===== src/rtl/instr_field_decode_pkg.sv =====
// ============================================================================
// Module  : instr_field_decode_pkg
// Purpose : Shared widths, opcodes, field positions and decoded-entry layout.
// Rev     : 1.0 - initial release
// ============================================================================
`default_nettype none

package instr_field_decode_pkg;

    localparam int XLEN = 32;
    localparam int JT_W = 26;

    localparam logic [5:0] OPC_J   = 6'h02;
    localparam logic [5:0] OPC_JAL = 6'h03;

    // LSB positions of each instruction field
    localparam int OPC_LSB   = 26;
    localparam int RS_LSB    = 21;
    localparam int RT_LSB    = 16;
    localparam int RD_LSB    = 11;
    localparam int SHAMT_LSB = 6;
    localparam int FUNCT_LSB = 0;
    localparam int IMM_W     = 16;

    typedef struct packed {
        logic [XLEN-1:0] pc;
        logic [5:0]      opcode;
        logic [4:0]      rs;
        logic [4:0]      rt;
        logic [4:0]      rd;
        logic [4:0]      shamt;
        logic [5:0]      funct;
        logic [XLEN-1:0] imm;
        logic [XLEN-1:0] jump_addr;
        logic            is_jump;
        logic            is_link;
    } dec_entry_t;

    localparam int ENTRY_W = $bits(dec_entry_t);

endpackage

`default_nettype wire


===== src/rtl/instr_field_split.sv =====
// ============================================================================
// Module  : instr_field_split
// Purpose : Pure combinational split of an instruction word into decoded fields.
// Rev     : 1.0 - initial release
// ============================================================================
`default_nettype none

module instr_field_split
    import instr_field_decode_pkg::*;
(
    input  logic [XLEN-1:0]    instr_i,
    input  logic [XLEN-1:0]    pc_i,
    output logic [ENTRY_W-1:0] entry_o
);

    dec_entry_t w_entry;

    always_comb begin
        w_entry           = '0;
        w_entry.pc        = pc_i;
        w_entry.opcode    = instr_i[OPC_LSB   +: 6];
        w_entry.rs        = instr_i[RS_LSB    +: 5];
        w_entry.rt        = instr_i[RT_LSB    +: 5];
        w_entry.rd        = instr_i[RD_LSB    +: 5];
        w_entry.shamt     = instr_i[SHAMT_LSB +: 5];
        w_entry.funct     = instr_i[FUNCT_LSB +: 6];
        w_entry.imm       = {{(XLEN-IMM_W){instr_i[IMM_W-1]}}, instr_i[IMM_W-1:0]};
        // Word target is zero-extended; the PC-select mux does any shifting
        w_entry.jump_addr = {{(XLEN-JT_W){1'b0}}, instr_i[JT_W-1:0]};
        w_entry.is_jump   = (instr_i[OPC_LSB +: 6] == OPC_J) ||
                            (instr_i[OPC_LSB +: 6] == OPC_JAL);
        w_entry.is_link   = (instr_i[OPC_LSB +: 6] == OPC_JAL);
    end

    assign entry_o = w_entry;

endmodule

`default_nettype wire


===== src/rtl/instr_field_decode.sv =====
// ============================================================================
// Module  : instr_field_decode
// Purpose : Instruction field decoder with a 2-entry skid queue (head in slot 0).
//           Optional DECODE_STALL_CNT_EN adds a saturating stall_cnt output.
// Rev     : 1.0 - initial release
// ============================================================================
`default_nettype none

module instr_field_decode
    import instr_field_decode_pkg::*;
(
    input  logic            clk,
    input  logic            rst_n,
    input  logic            flush,
    input  logic            in_valid,
    output logic            in_ready,
    input  logic [XLEN-1:0] in_instr,
    input  logic [XLEN-1:0] in_pc,
    output logic            out_valid,
    input  logic            out_ready,
    output logic [XLEN-1:0] out_pc,
    output logic [5:0]      opcode,
    output logic [4:0]      rs,
    output logic [4:0]      rt,
    output logic [4:0]      rd,
    output logic [4:0]      shamt,
    output logic [5:0]      funct,
    output logic [XLEN-1:0] imm,
    output logic [XLEN-1:0] jump_addr,
    output logic            is_jump,
    output logic            is_link
`ifdef DECODE_STALL_CNT_EN
    ,
    output logic [15:0]     stall_cnt
`endif
);

    logic [ENTRY_W-1:0] w_new_raw;
    dec_entry_t         w_new;

    dec_entry_t  head_q, head_d;
    dec_entry_t  tail_q, tail_d;
    logic [1:0]  count_q, count_d;
    logic        in_ready_q, in_ready_d;
    logic        out_valid_q, out_valid_d;
    logic        w_push;
    logic        w_pop;

    instr_field_split u_split (
        .instr_i (in_instr),
        .pc_i    (in_pc),
        .entry_o (w_new_raw)
    );

    assign w_new  = dec_entry_t'(w_new_raw);
    assign w_push = in_valid && in_ready_q && !flush;
    assign w_pop  = out_valid_q && out_ready;

    always_comb begin
        head_d  = head_q;
        tail_d  = tail_q;
        count_d = count_q;
        if (flush) begin
            // Storage keeps stale contents; only occupancy is cleared
            count_d = 2'd0;
        end else begin
            case (count_q)
                2'd0: begin
                    if (w_push) begin
                        head_d  = w_new;
                        count_d = 2'd1;
                    end
                end
                2'd1: begin
                    if (w_push) begin
                        if (w_pop) begin
                            head_d = w_new;
                        end else begin
                            tail_d  = w_new;
                            count_d = 2'd2;
                        end
                    end else if (w_pop) begin
                        count_d = 2'd0;
                    end
                end
                default: begin
                    if (w_pop) begin
                        head_d  = tail_q;
                        count_d = 2'd1;
                    end
                end
            endcase
        end
        in_ready_d  = (count_d != 2'd2);
        out_valid_d = (count_d != 2'd0);
    end

    always_ff @(posedge clk or negedge rst_n) begin
        if (!rst_n) begin
            head_q      <= '0;
            tail_q      <= '0;
            count_q     <= 2'd0;
            in_ready_q  <= 1'b1;
            out_valid_q <= 1'b0;
        end else begin
            head_q      <= head_d;
            tail_q      <= tail_d;
            count_q     <= count_d;
            in_ready_q  <= in_ready_d;
            out_valid_q <= out_valid_d;
        end
    end

    assign in_ready  = in_ready_q;
    assign out_valid = out_valid_q;
    assign out_pc    = head_q.pc;
    assign opcode    = head_q.opcode;
    assign rs        = head_q.rs;
    assign rt        = head_q.rt;
    assign rd        = head_q.rd;
    assign shamt     = head_q.shamt;
    assign funct     = head_q.funct;
    assign imm       = head_q.imm;
    assign jump_addr = head_q.jump_addr;
    assign is_jump   = head_q.is_jump;
    assign is_link   = head_q.is_link;

`ifdef DECODE_STALL_CNT_EN
    logic [15:0] stall_cnt_q, stall_cnt_d;

    always_comb begin
        stall_cnt_d = stall_cnt_q;
        if (out_valid_q && !out_ready && (stall_cnt_q != 16'hFFFF)) begin
            stall_cnt_d = stall_cnt_q + 16'd1;
        end
    end

    always_ff @(posedge clk or negedge rst_n) begin
        if (!rst_n) begin
            stall_cnt_q <= 16'd0;
        end else begin
            stall_cnt_q <= stall_cnt_d;
        end
    end

    assign stall_cnt = stall_cnt_q;
`endif

endmodule

`default_nettype wire


===== config.mk =====
export PLATFORM = sky130hd
export DESIGN_NAME = instr_field_decode
export DESIGN_NICKNAME = d
export VERILOG_FILES = /design/src/rtl/instr_field_decode_pkg.sv /design/src/rtl/instr_field_split.sv /design/src/rtl/instr_field_decode.sv
export SDC_FILE = /design/constraint.sdc
export NUM_CORES = 1
export LEC_CHECK = 0
export CORE_ASPECT_RATIO = 0.7
export CORE_MARGIN = 2
export CORE_UTILIZATION = 40
export DETAILED_ROUTE_END_ITERATION = 12
export PLACE_DENSITY = 0.72
export SYNTH_ARGS = -nofsm -noshare
export SYNTH_HDL_FRONTEND = slang
export SYNTH_SLANG_ARGS = --single-unit

===== constraint.sdc =====
create_clock -name clk -period 1.4 [get_ports clk]
set_input_delay 0.14 -clock clk [delete_from_list [all_inputs] [get_ports clk]]
set_output_delay 0.14 -clock clk [all_outputs]
set_load 0.05 [all_outputs]

==> impl_metrics.yaml, run 1 <==
clock_network:
  clk_path_buf_depth: 2
  cts_made_buffers: 17
  clk_latency_ns: 0.40
  cts_root_buf: "clkbuf_16"
  htreeDepth: 4
  cts.sinks: 136
  cts_tree: "built"
  clk_pin_slew_ns: 0.06
worst_setup_path:
  crit_type: "register to register"
  crit_family: "flip-flops"
  reg2reg_to: "tail_q[124]$_DFFE_PN0P_"
  ff2ff_path_depth: 5
  reg2reg_slack_ns: -0.30
  r2r_start: "in_ready$_DFF_PN1_"
  cp.arrival_ns: 1.98
  critPathCaptureType: "register"
  path_cells: "and3_4, nand3b_1, buf_6, clkbuf_16, mux2_2"
  cp_max_fo: 16
  critPathRequiredTime_ns: 1.68
  slowest_delay_ns: 0.64
  path_buf_inv: 2
  slowest_stage: "dfstp_4"
  start_kind: "register"
yosys:
  ys_async_sr_fraction_pct: 100.0
  synth_top_area_share_pct: 54.51
  syn_inst: 454
  synth.area.mux_share_pct: 12.68
  ys.flop_type: "dfrtp_1"
  synth-edff-count: 0
  yosys.area_share.simple_pct: 8.015
  synthesis.area_sq_um: 6197
  yosys_warnings: 0
  synth_most_common_cell: "dfrtp_1"
  synth_compound_area_share_pct: 12.88
  seq_area_frac_synth_pct: 54.94
  synth_fa_ha_area_share_pct: 0
  yosys.area.top_type: "dfrtp_1"
  synth_top_family_by_area: "compound AO/OA/AOI/OAI gates"
  syn_avg_cell_area_sq_um: 13.65
  netlist_top_cells_area: "dfrtp_1, mux2_2, o221a_1, buf_4, or2_2"
  ys_types: 31
  ys_ff_latch: 136
  synth_xor_xnor_area_share_pct: 0
  synth_common_cells: "dfrtp_1, mux2_2, buf_4"
global_route:
  grt_pass1_wl_um: 23840
  grt_usage_pct: 18.12
  grt.overflow.total: 0
  grt_max_degree: 46
  first_global_vias: 4530
  antenna_found_initial: 0
detailed_routing:
  postRouteAntennaNets: 0
  met2_length_um: 7314
  drt-initial-drc-count: 142
  wl_met3_um: 755
  drc_errors: 0
  via_per_inst: 5.112
  wl_met1_um: 6873
  top_layer: "met4"
  wl_per_cell_um: 18.09
  drt-total-wl_um: 15070
  dr.pass1.iters: 4
  via_count: 4258
floorplanning:
  io_pins: 201
  initial_utilization_pct: 40.48
  die_area_sq_um: 16520
  core-area_sq_um: 15310
  die_h_um: 108.1
  fp-row-count: 38
  die-width_um: 152.8
power:
  power.density_nw_per_um2: 2125
  leakagePower_nw: 4.121
  ir_drop_uv: 1076
  power.total_mw: 20.59
cells_and_area:
  area_growth_pct: 56.35
  diodes: 0
  fillerInstances: 1122
  drive_above_1_share_pct: 54.34
  final_nets: 689
timing:
  setup_tns_ns: -34.36
  period_share_pct: 121.5
  finalSetupViolCount: 133
  fin_skew_ns: 0.006668
  max_freq_mhz: 588.1
  whs_ns: 0.2075
  rsz0062_at_grt: "true"
  worst_slack_ns: -0.3004
  maxSlewViolCount: 0
  finalHoldViolCount: 0
  fin_crit_ns: 1.700
placed_design:
  gp_congestion: 0.7518
  hpwl_um: 10230
  portBuffers: 194
flow_run:
  maxCapViolCount: 0
outcome:
  status: "finished with violations"
  violations: "negative setup slack"
worst_hold_path:
  hold_class: "input pin to asynchronous set/reset pin"
## worst max-delay path by stage
stage / to / cells past startpoint / slack [ns] / start
floorplan: imm[30]$_DFFE_PN0P_ / 5 / -0.30 / out_valid$_DFF_PN0_
global placement: out_pc[16]$_DFFE_PN0P_ / 5 / -0.47 / out_ready
detailed placement: out_pc[17]$_DFFE_PN0P_ / 5 / -0.51 / out_ready
CTS: is_link$_DFFE_PN0P_ / 5 / -0.30 / in_ready$_DFF_PN1_
global route: is_link$_DFFE_PN0P_ / 5 / -0.34 / in_ready$_DFF_PN1_
finish: tail_q[124]$_DFFE_PN0P_ / 5 / -0.30 / in_ready$_DFF_PN1_
## cells in the final DEF (no fill, tap or decap), types with 4 or more instances in the layout
| master | instances |
|---|---|
| o221a_2 | 5 |
| clkinvlp_4 | 4 |
| dfrtp_1 | 134 |
| clkdlybuf4s50_1 | 67 |
| buf_6 | 7 |
| clkbuf_16 | 19 |
| o221a_1 | 60 |
| nand2_1 | 4 |
| conb_1 | 6 |
| buf_4 | 55 |
| buf_12 | 99 |
| or2_2 | 64 |
| mux2_2 | 66 |
## per-layer routing
| layer | track usage (%) | vias to the layer above |
|---|---|---|
| li1 | - | 1916 |
| met1 | 23.47 | 2186 |
| met2 | 30.59 | 144 |
| met3 | 4.569 | 12 |
| met4 | 5.093 | 0 |
| met5 | 0 | - |
## layout make-up
cell class              count  area, sq um  share of cell area [%]
flip-flops and latches    136         3410                   35.19
repair buffers            234         3287                   33.92
multi-input cells         230         2142                   22.11
clock buffers              19        452.9                   4.675
well taps                 200        250.2                   2.583
clock inverters            13        143.9                   1.485
inverters                   1        3.754                 0.03874
## worst reg2reg max path, cell delays in order (launching register included)
cell	delay, ns
dfstp_4	0.64
and3_4	0.19
nand3b_1	0.09
buf_6	0.18
clkbuf_16	0.20
mux2_2	0.29
## sequential cells by signal, indices dropped and copies added, names as in the netlist
signal,count
count_q,2
funct,5
imm,3
in_ready,1
is_jump,1
is_link,1
jump_addr,2
opcode,6
out_pc,32
out_valid,1
rd,4
rs,4
rt,4
shamt,4
tail_q,66
## power breakdown
group	switching, mW	internal [mW]
clock	1.73	2.73
sequential	1.15	5.31
combinational	5.04	4.63
## cell families after synthesis
logic type,count (synthesis)
AO/OA/AOI/OAI,74
buffers and inverters,93
flip-flops,136
multiplexers,70
other,1
AND/OR/NAND/NOR,80
## stage by stage
step	utilization [%]	setup slack, ns	area, sq um	cells
after detailed placement	58.23	-0.5136	8915	794
final	63.29	-0.3004	9689	833
after CTS	62.84	-0.2981	9620	830
after global routing	63.29	-0.3438	9689	833
after floorplan	-	-0.2972	6241	459
after global placement	58.23	-0.4665	8915	794
## repair_timing
action | in CTS | in global routing
cloned | 2 | 2
pin swaps | 2 | 1
hold buffers | 1 | 0
setup buffers | 1 | 1
endpoints found under the hold margin | 34 | 0
setup endpoints to repair | 134 | 134
gates resized for setup | 11 | 2
(Power assumes the default switching activity.)
==> run 2, diff against run 1 <==
- SKIP_LAST_GASP: default -> 1
==> impl_metrics.yaml, run 2 (same netlist as run 1, synthesis figures left out) <==
outcome:
  status: "finished with violations"
  violations: "negative setup slack"
power:
  power.density_nw_per_um2: 2102
  ir_drop_uv: 1117
  leakagePower_nw: 4.190
  power.total_mw: 20.63
cells_and_area:
  top_register: "tail_q"
  drive_above_1_share_pct: 54.62
  layout_commonest_cell: "dfrtp_1"
  area_growth_pct: 58.43
  fillerInstances: 1109
  fin_cells: 839
  layout_common_cells: "dfrtp_1, buf_12, clkdlybuf4s50_1"
  diodes: 0
  largest_register_ffs: 66
  final_nets: 695
clock_network:
  htreeDepth: 4
  clk_latency_ns: 0.40
  cts_tree: "built"
  cts.sinks: 136
  clk_pin_slew_ns: 0.06
  cts_made_buffers: 17
  clk_path_buf_depth: 2
  cts_root_buf: "clkbuf_16"
placed_design:
  hpwl_um: 10230
  placed_cells_incl_taps: 794
  portBuffers: 194
  gp_congestion: 0.7518
detailed_routing:
  drt-total-wl_um: 15400
  wl_per_cell_um: 18.35
  postRouteAntennaNets: 0
  dr.pass1.iters: 4
  drt-initial-drc-count: 166
  drc_errors: 0
  via_per_inst: 5.120
  via_count: 4296
worst_hold_path:
  hold_class: "input pin to asynchronous set/reset pin"
worst_setup_path:
  crit_family: "compound AO/OA/AOI/OAI gates"
  cp_num_cells: 4
  start_kind: "register"
  cp.arrival_ns: 1.99
  critPathRequiredTime_ns: 1.68
  ff2ff_path_depth: 4
  cp_max_fo: 39
  path_cells: "nand2_1, a2111o_2, buf_12, o221a_1"
  path_buf_inv: 1
  slowest_stage: "dfstp_4"
  crit_type: "register to register"
  slowest_delay_ns: 0.64
  critPathCaptureType: "register"
floorplanning:
  die-width_um: 152.8
  fp-row-count: 38
  core-area_sq_um: 15310
  die_area_sq_um: 16520
  initial_utilization_pct: 40.48
  die_h_um: 108.1
  io_pins: 201
global_route:
  grt_pass1_wl_um: 23840
  grt_max_degree: 46
  grt_usage_pct: 18.12
  first_global_vias: 4530
  antenna_found_initial: 0
  grt.overflow.total: 0
timing:
  finalHoldViolCount: 0
  finalSetupViolCount: 133
  fin_skew_ns: 0.007871
  fin_crit_ns: 1.711
  rsz0062_at_grt: "true"
  max_freq_mhz: 584.4
  worst_slack_ns: -0.3110
  maxSlewViolCount: 0
  period_share_pct: 122.2
flow_run:
  maxCapViolCount: 0
## run 2: worst reg2reg max path, cell delays in order, from the launching register on
cell and delay [ns]:
dfstp_4 0.64, nand2_1 0.08, a2111o_2 0.41, buf_12 0.20, o221a_1 0.27
## run 2: stage by stage
stage                     hold WS (ns)  util, %  area, sq um  setup slack, ns  setup TNS, ns
after floorplan                -0.1556        -         6241          -0.2972         -35.78
after global placement         0.06590    58.23         8915          -0.4665         -53.41
after detailed placement       0.07378    58.23         8915          -0.5136         -58.14
after CTS                       0.2090    62.82         9618          -0.3094         -34.41
after global routing            0.2335    64.13         9818          -0.3654         -44.28
final                           0.2120    64.13         9818          -0.3110         -37.05
## run 2: timing repair
action	in CTS	in global routing
pin swaps	2	0
endpoints found under the setup margin	134	134
cloned	2	6
gates resized for setup	10	8
buffers inserted	1	3
hold buffers	1	0
hold endpoints to repair	34	0
## run 2: layout make-up
type	count	area (sq um)	area share, %
inverter	1	3.754	0.03823
sequential	136	3410	34.73
clock inverter	13	143.9	1.466
tap	200	250.2	2.549
multi-input combinational	230	2140	21.79
clock buffer	19	452.9	4.613
timing repair buffer	240	3418	34.82
## run 2: path summary, 6_finish.rpt
kind | from | endpoint | slack, ns
worst max-delay path | in_ready$_DFF_PN1_ | out_pc[10]$_DFFE_PN0P_ | -0.31
worst min-delay path | rst_n | tail_q[100]$_DFFE_PN0P_ | 0.21
worst max register to register | in_ready$_DFF_PN1_ | out_pc[10]$_DFFE_PN0P_ | -0.31
worst min register to register | tail_q[120]$_DFFE_PN0P_ | tail_q[120]$_DFFE_PN0P_ | 0.50
max in group asynchronous | rst_n | tail_q[80]$_DFFE_PN0P_ | 0.62
min in group clk | in_instr[4] | tail_q[70]$_DFFE_PN0P_ | 0.39
## run 2: report_power, final
part           internal, mW  switching, mW
Combinational          4.67           5.05
Clock                  2.73           1.72
Sequential             5.31           1.15
## run 2: layer usage
metal  up-vias  track usage (%)  share of wire, %
met5         -                0                 0
met4         0            5.093              0.92
met3        10            4.569               5.1
met2       144            30.59                49
met1      2204            23.47                45
li1       1938                -                 -
